[src/rtl/cv32e40s_mpu_resp_queue_if.sv]
// Request/response channel of the MPU response queue.
//   core_trans_*      core-side request handshake plus the MPU check result
//   bus_trans_*       request forwarded to the OBI bus
//   bus_resp_*        bus response (never back-pressured)
//   core_resp_*       in-order response to the core (core always ready)
// slave: view of the queue itself; master: view of the surrounding core/bus.
interface cv32e40s_mpu_resp_queue_if #(
  parameter int unsigned DATA_WIDTH = 32
);
  logic                  core_trans_valid_i;
  logic                  core_trans_ready_o;
  logic                  core_trans_we_i;
  logic                  mpu_err_i;
  logic                  core_mpu_err_o;
  logic                  bus_trans_valid_o;
  logic                  bus_trans_ready_i;
  logic                  bus_resp_valid_i;
  logic                  bus_resp_err_i;
  logic [DATA_WIDTH-1:0] bus_resp_rdata_i;
  logic                  core_resp_valid_o;
  logic [1:0]            core_resp_status_o;
  logic                  core_resp_err_o;
  logic [DATA_WIDTH-1:0] core_resp_rdata_o;

  modport slave (
    input  core_trans_valid_i, core_trans_we_i, mpu_err_i, bus_trans_ready_i,
           bus_resp_valid_i, bus_resp_err_i, bus_resp_rdata_i,
    output core_trans_ready_o, core_mpu_err_o, bus_trans_valid_o, core_resp_valid_o,
           core_resp_status_o, core_resp_err_o, core_resp_rdata_o
  );

  modport master (
    output core_trans_valid_i, core_trans_we_i, mpu_err_i, bus_trans_ready_i,
           bus_resp_valid_i, bus_resp_err_i, bus_resp_rdata_i,
    input  core_trans_ready_o, core_mpu_err_o, bus_trans_valid_o, core_resp_valid_o,
           core_resp_status_o, core_resp_err_o, core_resp_rdata_o
  );
endinterface

[src/rtl/cv32e40s_mpu_resp_queue.sv]
// MPU response queue: filters core requests through the MPU result, forwards clean ones to
// the bus and answers every accepted transaction (bus or MPU fault) strictly in order.
// Ports:
//   clk, rst       clock, synchronous active-high reset
//   mpu_if         request/response channel (slave view)
//   outstanding_o  queued, unreturned transactions after this cycle's push/pop
module cv32e40s_mpu_resp_queue #(
  parameter int unsigned MAX_OUTSTANDING = 2,
  parameter int unsigned DATA_WIDTH      = 32,
  parameter bit          ORDERED_ERR     = 1'b1,
  parameter int unsigned CNT_W           = $clog2(MAX_OUTSTANDING + 1)
) (
  input  logic                     clk,
  input  logic                     rst,
  cv32e40s_mpu_resp_queue_if.slave mpu_if,
  output logic [CNT_W-1:0]         outstanding_o
);

  localparam int unsigned PTR_W = (MAX_OUTSTANDING > 1) ? $clog2(MAX_OUTSTANDING) : 1;
  typedef logic [PTR_W-1:0] ptr_t;

  // Per-entry state
  logic [MAX_OUTSTANDING-1:0] valid_q;
  logic [MAX_OUTSTANDING-1:0] mpu_err_q;
  logic [MAX_OUTSTANDING-1:0] we_q;
  logic [MAX_OUTSTANDING-1:0] done_q;
  logic [MAX_OUTSTANDING-1:0] bus_err_q;
  logic [DATA_WIDTH-1:0]      rdata_q [MAX_OUTSTANDING];

  ptr_t             wr_q, rd_q;
  ptr_t             bus_ptr, scan_idx;
  logic             bus_found;
  logic [CNT_W-1:0] cnt_q, cnt_d;

  logic full, block, can_accept, push, pop, bus_wr;

  // Modulo increment that also holds for non-power-of-2 depths.
  function automatic ptr_t ptr_inc(ptr_t p);
    return (p == ptr_t'(MAX_OUTSTANDING - 1)) ? ptr_t'(0) : p + ptr_t'(1);
  endfunction

  // Bus pointer: oldest forwarded entry still awaiting its response. Valid entries are
  // contiguous from the head and MPU-error entries are born complete, so the first
  // incomplete entry walking from the head is exactly that one; error entries are skipped.
  always_comb begin
    bus_found = 1'b0;
    bus_ptr   = rd_q;
    scan_idx  = rd_q;
    for (int unsigned i = 0; i < MAX_OUTSTANDING; i++) begin
      if (!bus_found && valid_q[scan_idx] && !done_q[scan_idx]) begin
        bus_found = 1'b1;
        bus_ptr   = scan_idx;
      end
      scan_idx = ptr_inc(scan_idx);
    end
  end

  always_comb begin
    full       = (cnt_q == CNT_W'(MAX_OUTSTANDING));
    block      = !ORDERED_ERR && |(valid_q & mpu_err_q);
    can_accept = mpu_if.core_trans_valid_i && !full && !block;

    mpu_if.bus_trans_valid_o  = can_accept && !mpu_if.mpu_err_i;
    mpu_if.core_trans_ready_o = can_accept && (mpu_if.mpu_err_i || mpu_if.bus_trans_ready_i);
    mpu_if.core_mpu_err_o     = mpu_if.core_trans_valid_i && mpu_if.mpu_err_i;

    push   = mpu_if.core_trans_ready_o;
    // Responses with nothing forwarded pending are dropped.
    bus_wr = mpu_if.bus_resp_valid_i && bus_found;
    pop    = valid_q[rd_q] && done_q[rd_q];

    mpu_if.core_resp_valid_o  = pop;
    mpu_if.core_resp_status_o = 2'd0;
    mpu_if.core_resp_err_o    = 1'b0;
    mpu_if.core_resp_rdata_o  = '0;
    if (pop) begin
      if (mpu_err_q[rd_q]) begin
        mpu_if.core_resp_status_o = we_q[rd_q] ? 2'd2 : 2'd1;
      end else begin
        mpu_if.core_resp_err_o   = bus_err_q[rd_q];
        mpu_if.core_resp_rdata_o = rdata_q[rd_q];
      end
    end

    cnt_d         = cnt_q + CNT_W'(push) - CNT_W'(pop);
    outstanding_o = cnt_d;
  end

  // Push (at wr), bus write (incomplete entry) and pop (complete head) never address
  // the same entry, so all three may happen in one cycle.
  always_ff @(posedge clk) begin
    if (rst) begin
      valid_q   <= '0;
      mpu_err_q <= '0;
      we_q      <= '0;
      done_q    <= '0;
      bus_err_q <= '0;
      for (int unsigned i = 0; i < MAX_OUTSTANDING; i++) begin
        rdata_q[i] <= '0;
      end
      wr_q  <= '0;
      rd_q  <= '0;
      cnt_q <= '0;
    end else begin
      if (bus_wr) begin
        done_q[bus_ptr]    <= 1'b1;
        bus_err_q[bus_ptr] <= mpu_if.bus_resp_err_i;
        rdata_q[bus_ptr]   <= mpu_if.bus_resp_rdata_i;
      end
      if (pop) begin
        valid_q[rd_q] <= 1'b0;
        rd_q          <= ptr_inc(rd_q);
      end
      if (push) begin
        valid_q[wr_q]   <= 1'b1;
        mpu_err_q[wr_q] <= mpu_if.mpu_err_i;
        we_q[wr_q]      <= mpu_if.core_trans_we_i;
        done_q[wr_q]    <= mpu_if.mpu_err_i;
        bus_err_q[wr_q] <= 1'b0;
        rdata_q[wr_q]   <= '0;
        wr_q            <= ptr_inc(wr_q);
      end
      cnt_q <= cnt_d;
    end
  end

endmodule

[src/flat_wrapper.sv]
// flat-port wrapper written by rule: the top's interface ports become plain ports
module cv32e40s_mpu_resp_queue_flat 
#(
  parameter int unsigned MAX_OUTSTANDING = 2,
  parameter int unsigned DATA_WIDTH      = 32,
  parameter bit          ORDERED_ERR     = 1'b1,
  parameter int unsigned CNT_W           = $clog2(MAX_OUTSTANDING + 1)
)
  (clk, rst, outstanding_o, mpu_if_core_trans_valid_i, mpu_if_core_trans_we_i, mpu_if_mpu_err_i, mpu_if_bus_trans_ready_i, mpu_if_bus_resp_valid_i, mpu_if_bus_resp_err_i, mpu_if_bus_resp_rdata_i, mpu_if_core_trans_ready_o, mpu_if_core_mpu_err_o, mpu_if_bus_trans_valid_o, mpu_if_core_resp_valid_o, mpu_if_core_resp_status_o, mpu_if_core_resp_err_o, mpu_if_core_resp_rdata_o);
  cv32e40s_mpu_resp_queue_if #(.DATA_WIDTH(DATA_WIDTH)) mpu_if_i ();
  input  logic clk;
  input  logic rst;
  output logic [CNT_W-1:0] outstanding_o;
  input wire logic [$bits(mpu_if_i.core_trans_valid_i)-1:0] mpu_if_core_trans_valid_i;
  input wire logic [$bits(mpu_if_i.core_trans_we_i)-1:0] mpu_if_core_trans_we_i;
  input wire logic [$bits(mpu_if_i.mpu_err_i)-1:0] mpu_if_mpu_err_i;
  input wire logic [$bits(mpu_if_i.bus_trans_ready_i)-1:0] mpu_if_bus_trans_ready_i;
  input wire logic [$bits(mpu_if_i.bus_resp_valid_i)-1:0] mpu_if_bus_resp_valid_i;
  input wire logic [$bits(mpu_if_i.bus_resp_err_i)-1:0] mpu_if_bus_resp_err_i;
  input wire logic [$bits(mpu_if_i.bus_resp_rdata_i)-1:0] mpu_if_bus_resp_rdata_i;
  output wire logic [$bits(mpu_if_i.core_trans_ready_o)-1:0] mpu_if_core_trans_ready_o;
  output wire logic [$bits(mpu_if_i.core_mpu_err_o)-1:0] mpu_if_core_mpu_err_o;
  output wire logic [$bits(mpu_if_i.bus_trans_valid_o)-1:0] mpu_if_bus_trans_valid_o;
  output wire logic [$bits(mpu_if_i.core_resp_valid_o)-1:0] mpu_if_core_resp_valid_o;
  output wire logic [$bits(mpu_if_i.core_resp_status_o)-1:0] mpu_if_core_resp_status_o;
  output wire logic [$bits(mpu_if_i.core_resp_err_o)-1:0] mpu_if_core_resp_err_o;
  output wire logic [$bits(mpu_if_i.core_resp_rdata_o)-1:0] mpu_if_core_resp_rdata_o;
  assign mpu_if_i.core_trans_valid_i = mpu_if_core_trans_valid_i;
  assign mpu_if_i.core_trans_we_i = mpu_if_core_trans_we_i;
  assign mpu_if_i.mpu_err_i = mpu_if_mpu_err_i;
  assign mpu_if_i.bus_trans_ready_i = mpu_if_bus_trans_ready_i;
  assign mpu_if_i.bus_resp_valid_i = mpu_if_bus_resp_valid_i;
  assign mpu_if_i.bus_resp_err_i = mpu_if_bus_resp_err_i;
  assign mpu_if_i.bus_resp_rdata_i = mpu_if_bus_resp_rdata_i;
  assign mpu_if_core_trans_ready_o = mpu_if_i.core_trans_ready_o;
  assign mpu_if_core_mpu_err_o = mpu_if_i.core_mpu_err_o;
  assign mpu_if_bus_trans_valid_o = mpu_if_i.bus_trans_valid_o;
  assign mpu_if_core_resp_valid_o = mpu_if_i.core_resp_valid_o;
  assign mpu_if_core_resp_status_o = mpu_if_i.core_resp_status_o;
  assign mpu_if_core_resp_err_o = mpu_if_i.core_resp_err_o;
  assign mpu_if_core_resp_rdata_o = mpu_if_i.core_resp_rdata_o;
  cv32e40s_mpu_resp_queue #(.MAX_OUTSTANDING(MAX_OUTSTANDING), .DATA_WIDTH(DATA_WIDTH), .ORDERED_ERR(ORDERED_ERR), .CNT_W(CNT_W)) u_core (.clk(clk), .rst(rst), .mpu_if(mpu_if_i), .outstanding_o(outstanding_o));
endmodule
[config.mk]
export PLATFORM = sky130hd
export DESIGN_NAME = cv32e40s_mpu_resp_queue_flat
export DESIGN_NICKNAME = d
export VERILOG_FILES = /design/src/rtl/cv32e40s_mpu_resp_queue_if.sv /design/src/rtl/cv32e40s_mpu_resp_queue.sv /design/src/flat_wrapper.sv
export SDC_FILE = /design/constraint.sdc
export NUM_CORES = 1
export LEC_CHECK = 0
export CORE_MARGIN = 2
export CORE_UTILIZATION = 45
export CTS_BUF_LIST = sky130_fd_sc_hd__clkbuf_8
export CTS_CLUSTER_DIAMETER = 100
export DETAILED_ROUTE_END_ITERATION = 8
export GPL_ROUTABILITY_DRIVEN = 0
export HOLD_SLACK_MARGIN = 0.08
export PLACE_DENSITY = 0.81
export SYNTH_ARGS = -nofsm -noshare
export SYNTH_HDL_FRONTEND = slang
export SYNTH_SLANG_ARGS = --single-unit
[constraint.sdc]
create_clock -name clk -period 2.6 [get_ports clk]
set_input_delay 0.52 -clock clk [delete_from_list [all_inputs] [get_ports clk]]
set_output_delay 0.52 -clock clk [all_outputs]
set_load 0.005 [all_outputs]
==> results.md <==
- DR iter-0 viols: 298
- Lkg Pwr: 0.00174 uW
- Layout cells sized above 1: 0.140
- CP required: 2.08 ns
- Most frequent cell after synthesis: dfxtp_1
- Die H: 95.0 microns
- Crit-path leading delay family: simple AND/OR/NAND/NOR gates
- DIE WIDTH: 95.0 microns
- Synthesized cell area: 3720 sq um
- Row count: 33
- Clock Skew: 0.0114 ns
- CP Capture Type: primary output
- Crit-path max cell delay: 0.40 ns
- Avg Inst Size Synth: 8.09 sq um
- Vias in the first global route: 3,665
- Total GRT Usage: 0.245
- Switch share: 0.264
- Core area: 8130 sq um
- Highest Clock Rate: 0.390 GHz
- Setup-failing EPs final: 0
- Top-area cell type share of the netlist area: 0.425
- Cell taking the most area after synthesis: dfxtp_1
- M2 GR Usage: 0.430
- Via count: 3,850
- Io pins: 81
- Net load switching power: 736 uW
- Initial antenna violation count: 0
- Fillers: 686
- MaxCap Viol Count: 0
- Slowest cell on crit path: or3_4
- Minimum clock period: 2.56 ns
- PnR Total Power: 2790 uW
- CP cell instances: clkdlybuf4s15_1, nor2_1, or3_4, ha_4, inv_2, ha_4, xnor2_4, xnor2_2, buf_2
- Largest net degree at the start of global routing: 34
- Pint: 2050 uW
- TritonRoute pass-1 iters: 5
- Crit Path Class: in -> out
- Clock group share of total power: 0.355
- Mapped Cells: 460
- Drt total wl: 10,800 microns
- Async set-or-reset flop fraction in the synthesized netlist: 0
- Distinct cells, synth: 34
- Starting Density: 0.458
- Hold Vio Cnt, Final: 0
- Seq pwr share: 0.460
- HP Class: reg -> reg
- Hold slack: 0.477 ns
- Slew Viols, Final: 0
- TritonCTS clock tree: yes
- FF+latch count, synth: 79
- Worst skew pair latency: 0.35 ns
- Worst R2R Setup Slack: 0.70 ns
- TritonCTS Sinks: 79
- YS warnings: 0
- First-pass GRT wire length: 17,300 microns
- Clock transition at path regs: 0.08 ns
- Tcrit/Tclk final: 0.986
- M3 GR Usage: 0.0471
- Seq/Total Area, Yosys: 0.425
- Startpoint type of the worst setup path: input pin
- Post-synth EDFFs: 0
- Placed Instances: 640
- Crit Path Max Fanout: 2
- GR peak layer: met2
- Final Net Count: 589
- Ant diodes: 0
- Clock root buffer: clkbuf_8
- M1 GR Usage: 0.296
- Total CTS buffers: 9
- Gate power share: 0.186
- VDD IR max: 286 uV
- Synth Flop Type: dfxtp_1
- Final core utilization: 0.630
- Pwr/cell area: 544 nW/um^2
- Net count after synthesis: 502
- DRC: 0
- H-tree Lvls: 3
- Slew @ Worst Pin: 0.626 ns
- Status: finished, final reports clean
- Die footprint: 9020 sq um
- Buf/Inv on CP: 3
- Vias per cell: 5.87
- Detailed placement HPWL: 6950 microns
- Routed WL per cell: 16.5 microns
- Port Buffers: 80
- Top area cells in the synthesized netlist: dfxtp_1 (42%), a21oi_1 (10%), mux2i_1 (9.4%), nand3_1 (9.3%), o21ai_0 (9.1%)
- Area Growth Syn to Fin: 37.6%
- Commonest cells in the netlist: dfxtp_1 (79), a21oi_1 (78), nand3_1 (69), o21ai_0 (68), nor2_1 (38)
- Slew HR: 0.582
- Non-filler cells in the finished layout: 656
- CP Data Arrival Time: 2.04 ns
- CP most frequent cell: ha_4
- Bufs on Longest Clock Path: 2
- RSZ-0062 raised after global routing: true
- Global route overflow: 0
- Antenna-violating nets left: 0
- Hold buffer count at cts: 0
[power groups by stage]
stage | logic (uW) | clock network [uW] | registers, uW
3_5_place_dp | 485 | 0 | 1300
5_1_grt | 556 | 1050 | 1280
4_1_cts | 501 | 994 | 1280
3_3_place_gp | 477 | 0 | 1300
2_1_floorplan | 253 | 0 | 1300
6_report | 518 | 988 | 1280
[worst paths after layout]
kind / depth (start not counted) / endpoint / startpoint
worst min register to register: 2 / u_core.rdata_q[0][16]$_SDFFE_PP0P_ / u_core.rdata_q[0][16]$_SDFFE_PP0P_
worst max-delay path: 9 / outstanding_o[1] / mpu_if_mpu_err_i
worst max register to register: 9 / u_core.cnt_q[1]$_SDFF_PP0_ / u_core.cnt_q[1]$_SDFF_PP0_
worst min-delay path: 2 / u_core.rdata_q[0][16]$_SDFFE_PP0P_ / u_core.rdata_q[0][16]$_SDFFE_PP0P_
[state kept, by name, indices dropped and copies added, names as in the netlist, named ones only]
signal / count
u_core.rdata_q: 64
u_core.bus_err_q: 2
u_core.cnt_q: 2
u_core.done_q: 2
u_core.mpu_err_q: 2
u_core.valid_q: 2
u_core.we_q: 2
u_core.rd_q: 1
u_core.wr_q: 1
[routing by layer]
layer  routed length [microns]  vias to the layer above  part of all wire
met5                         0                        -                 0
met4                       164                        0             0.015
met3                       760                       16             0.070
met2                      5500                      199              0.51
met1                      4410                     1817              0.41
li1                          -                     1818                 -
[cell usage in the layout (no fill, tap or decap), drive strengths merged, types with 3 or more instances in the layout]
master and instances:
dlymetal6s2s 5, dfxtp 79, mux2i 35, clkdlybuf4s50 70, o21ai 69, o31ai 7
nand3 69, clkbuf 11, and3b 4, buf 42, nand4 4, nand3b 3
nand2 3, a21oi 78, nor2 38, inv 8
[stage by stage]
stage / cell area (sq um) / setup TNS [ns] / worst slack, ns
finish: 5120 / 0 / 0.0365
CTS: 5070 / 0 / 0.000850
global placement: 4810 / -1.14 / -0.699
floorplan: 3720 / 0 / 0.0970
global route: 5120 / -0.0317 / -0.0282
detailed placement: 4810 / -1.28 / -0.770
[kinds of logic after synthesis]
family                   after synthesis  synth area share
AND/OR/NAND/NOR                      132             0.177
multiplexers                          35            0.0941
XOR/XNOR                               2           0.00471
flip-flops                            79             0.425
AO/OA/AOI/OAI                        159             0.232
buffers and inverters                 51            0.0612
adder cells (fa/ha/maj)                2           0.00672
[worst min-delay path, stage by stage (launching register included)]
cell and delay [ns]:
dfxtp_1 0.31, o21ai_0 0.06, a21oi_1 0.06
[repair_timing]
action | CTS | global route
gates resized for setup | 22 | 15
endpoints found under the hold margin | 0 | 0
pin swaps | 5 | 4
gates cloned | 0 | 0
buffers inserted | 1 | 0
endpoints found under the setup margin | 20 | 29
[final cells by class]
| cell class | count | area (sq um) | area share |
|---|---|---|---|
| multi-input combinational | 330 | 2000 | 0.391 |
| sequential | 79 | 1590 | 0.310 |
| timing repair buffer | 121 | 1160 | 0.227 |
| clock buffer | 10 | 138 | 0.0269 |
| tap | 105 | 131 | 0.0256 |
| clock inverter | 5 | 75.1 | 0.0147 |
| inverter | 6 | 22.5 | 0.00440 |
Power figures use the tool's default switching activity.
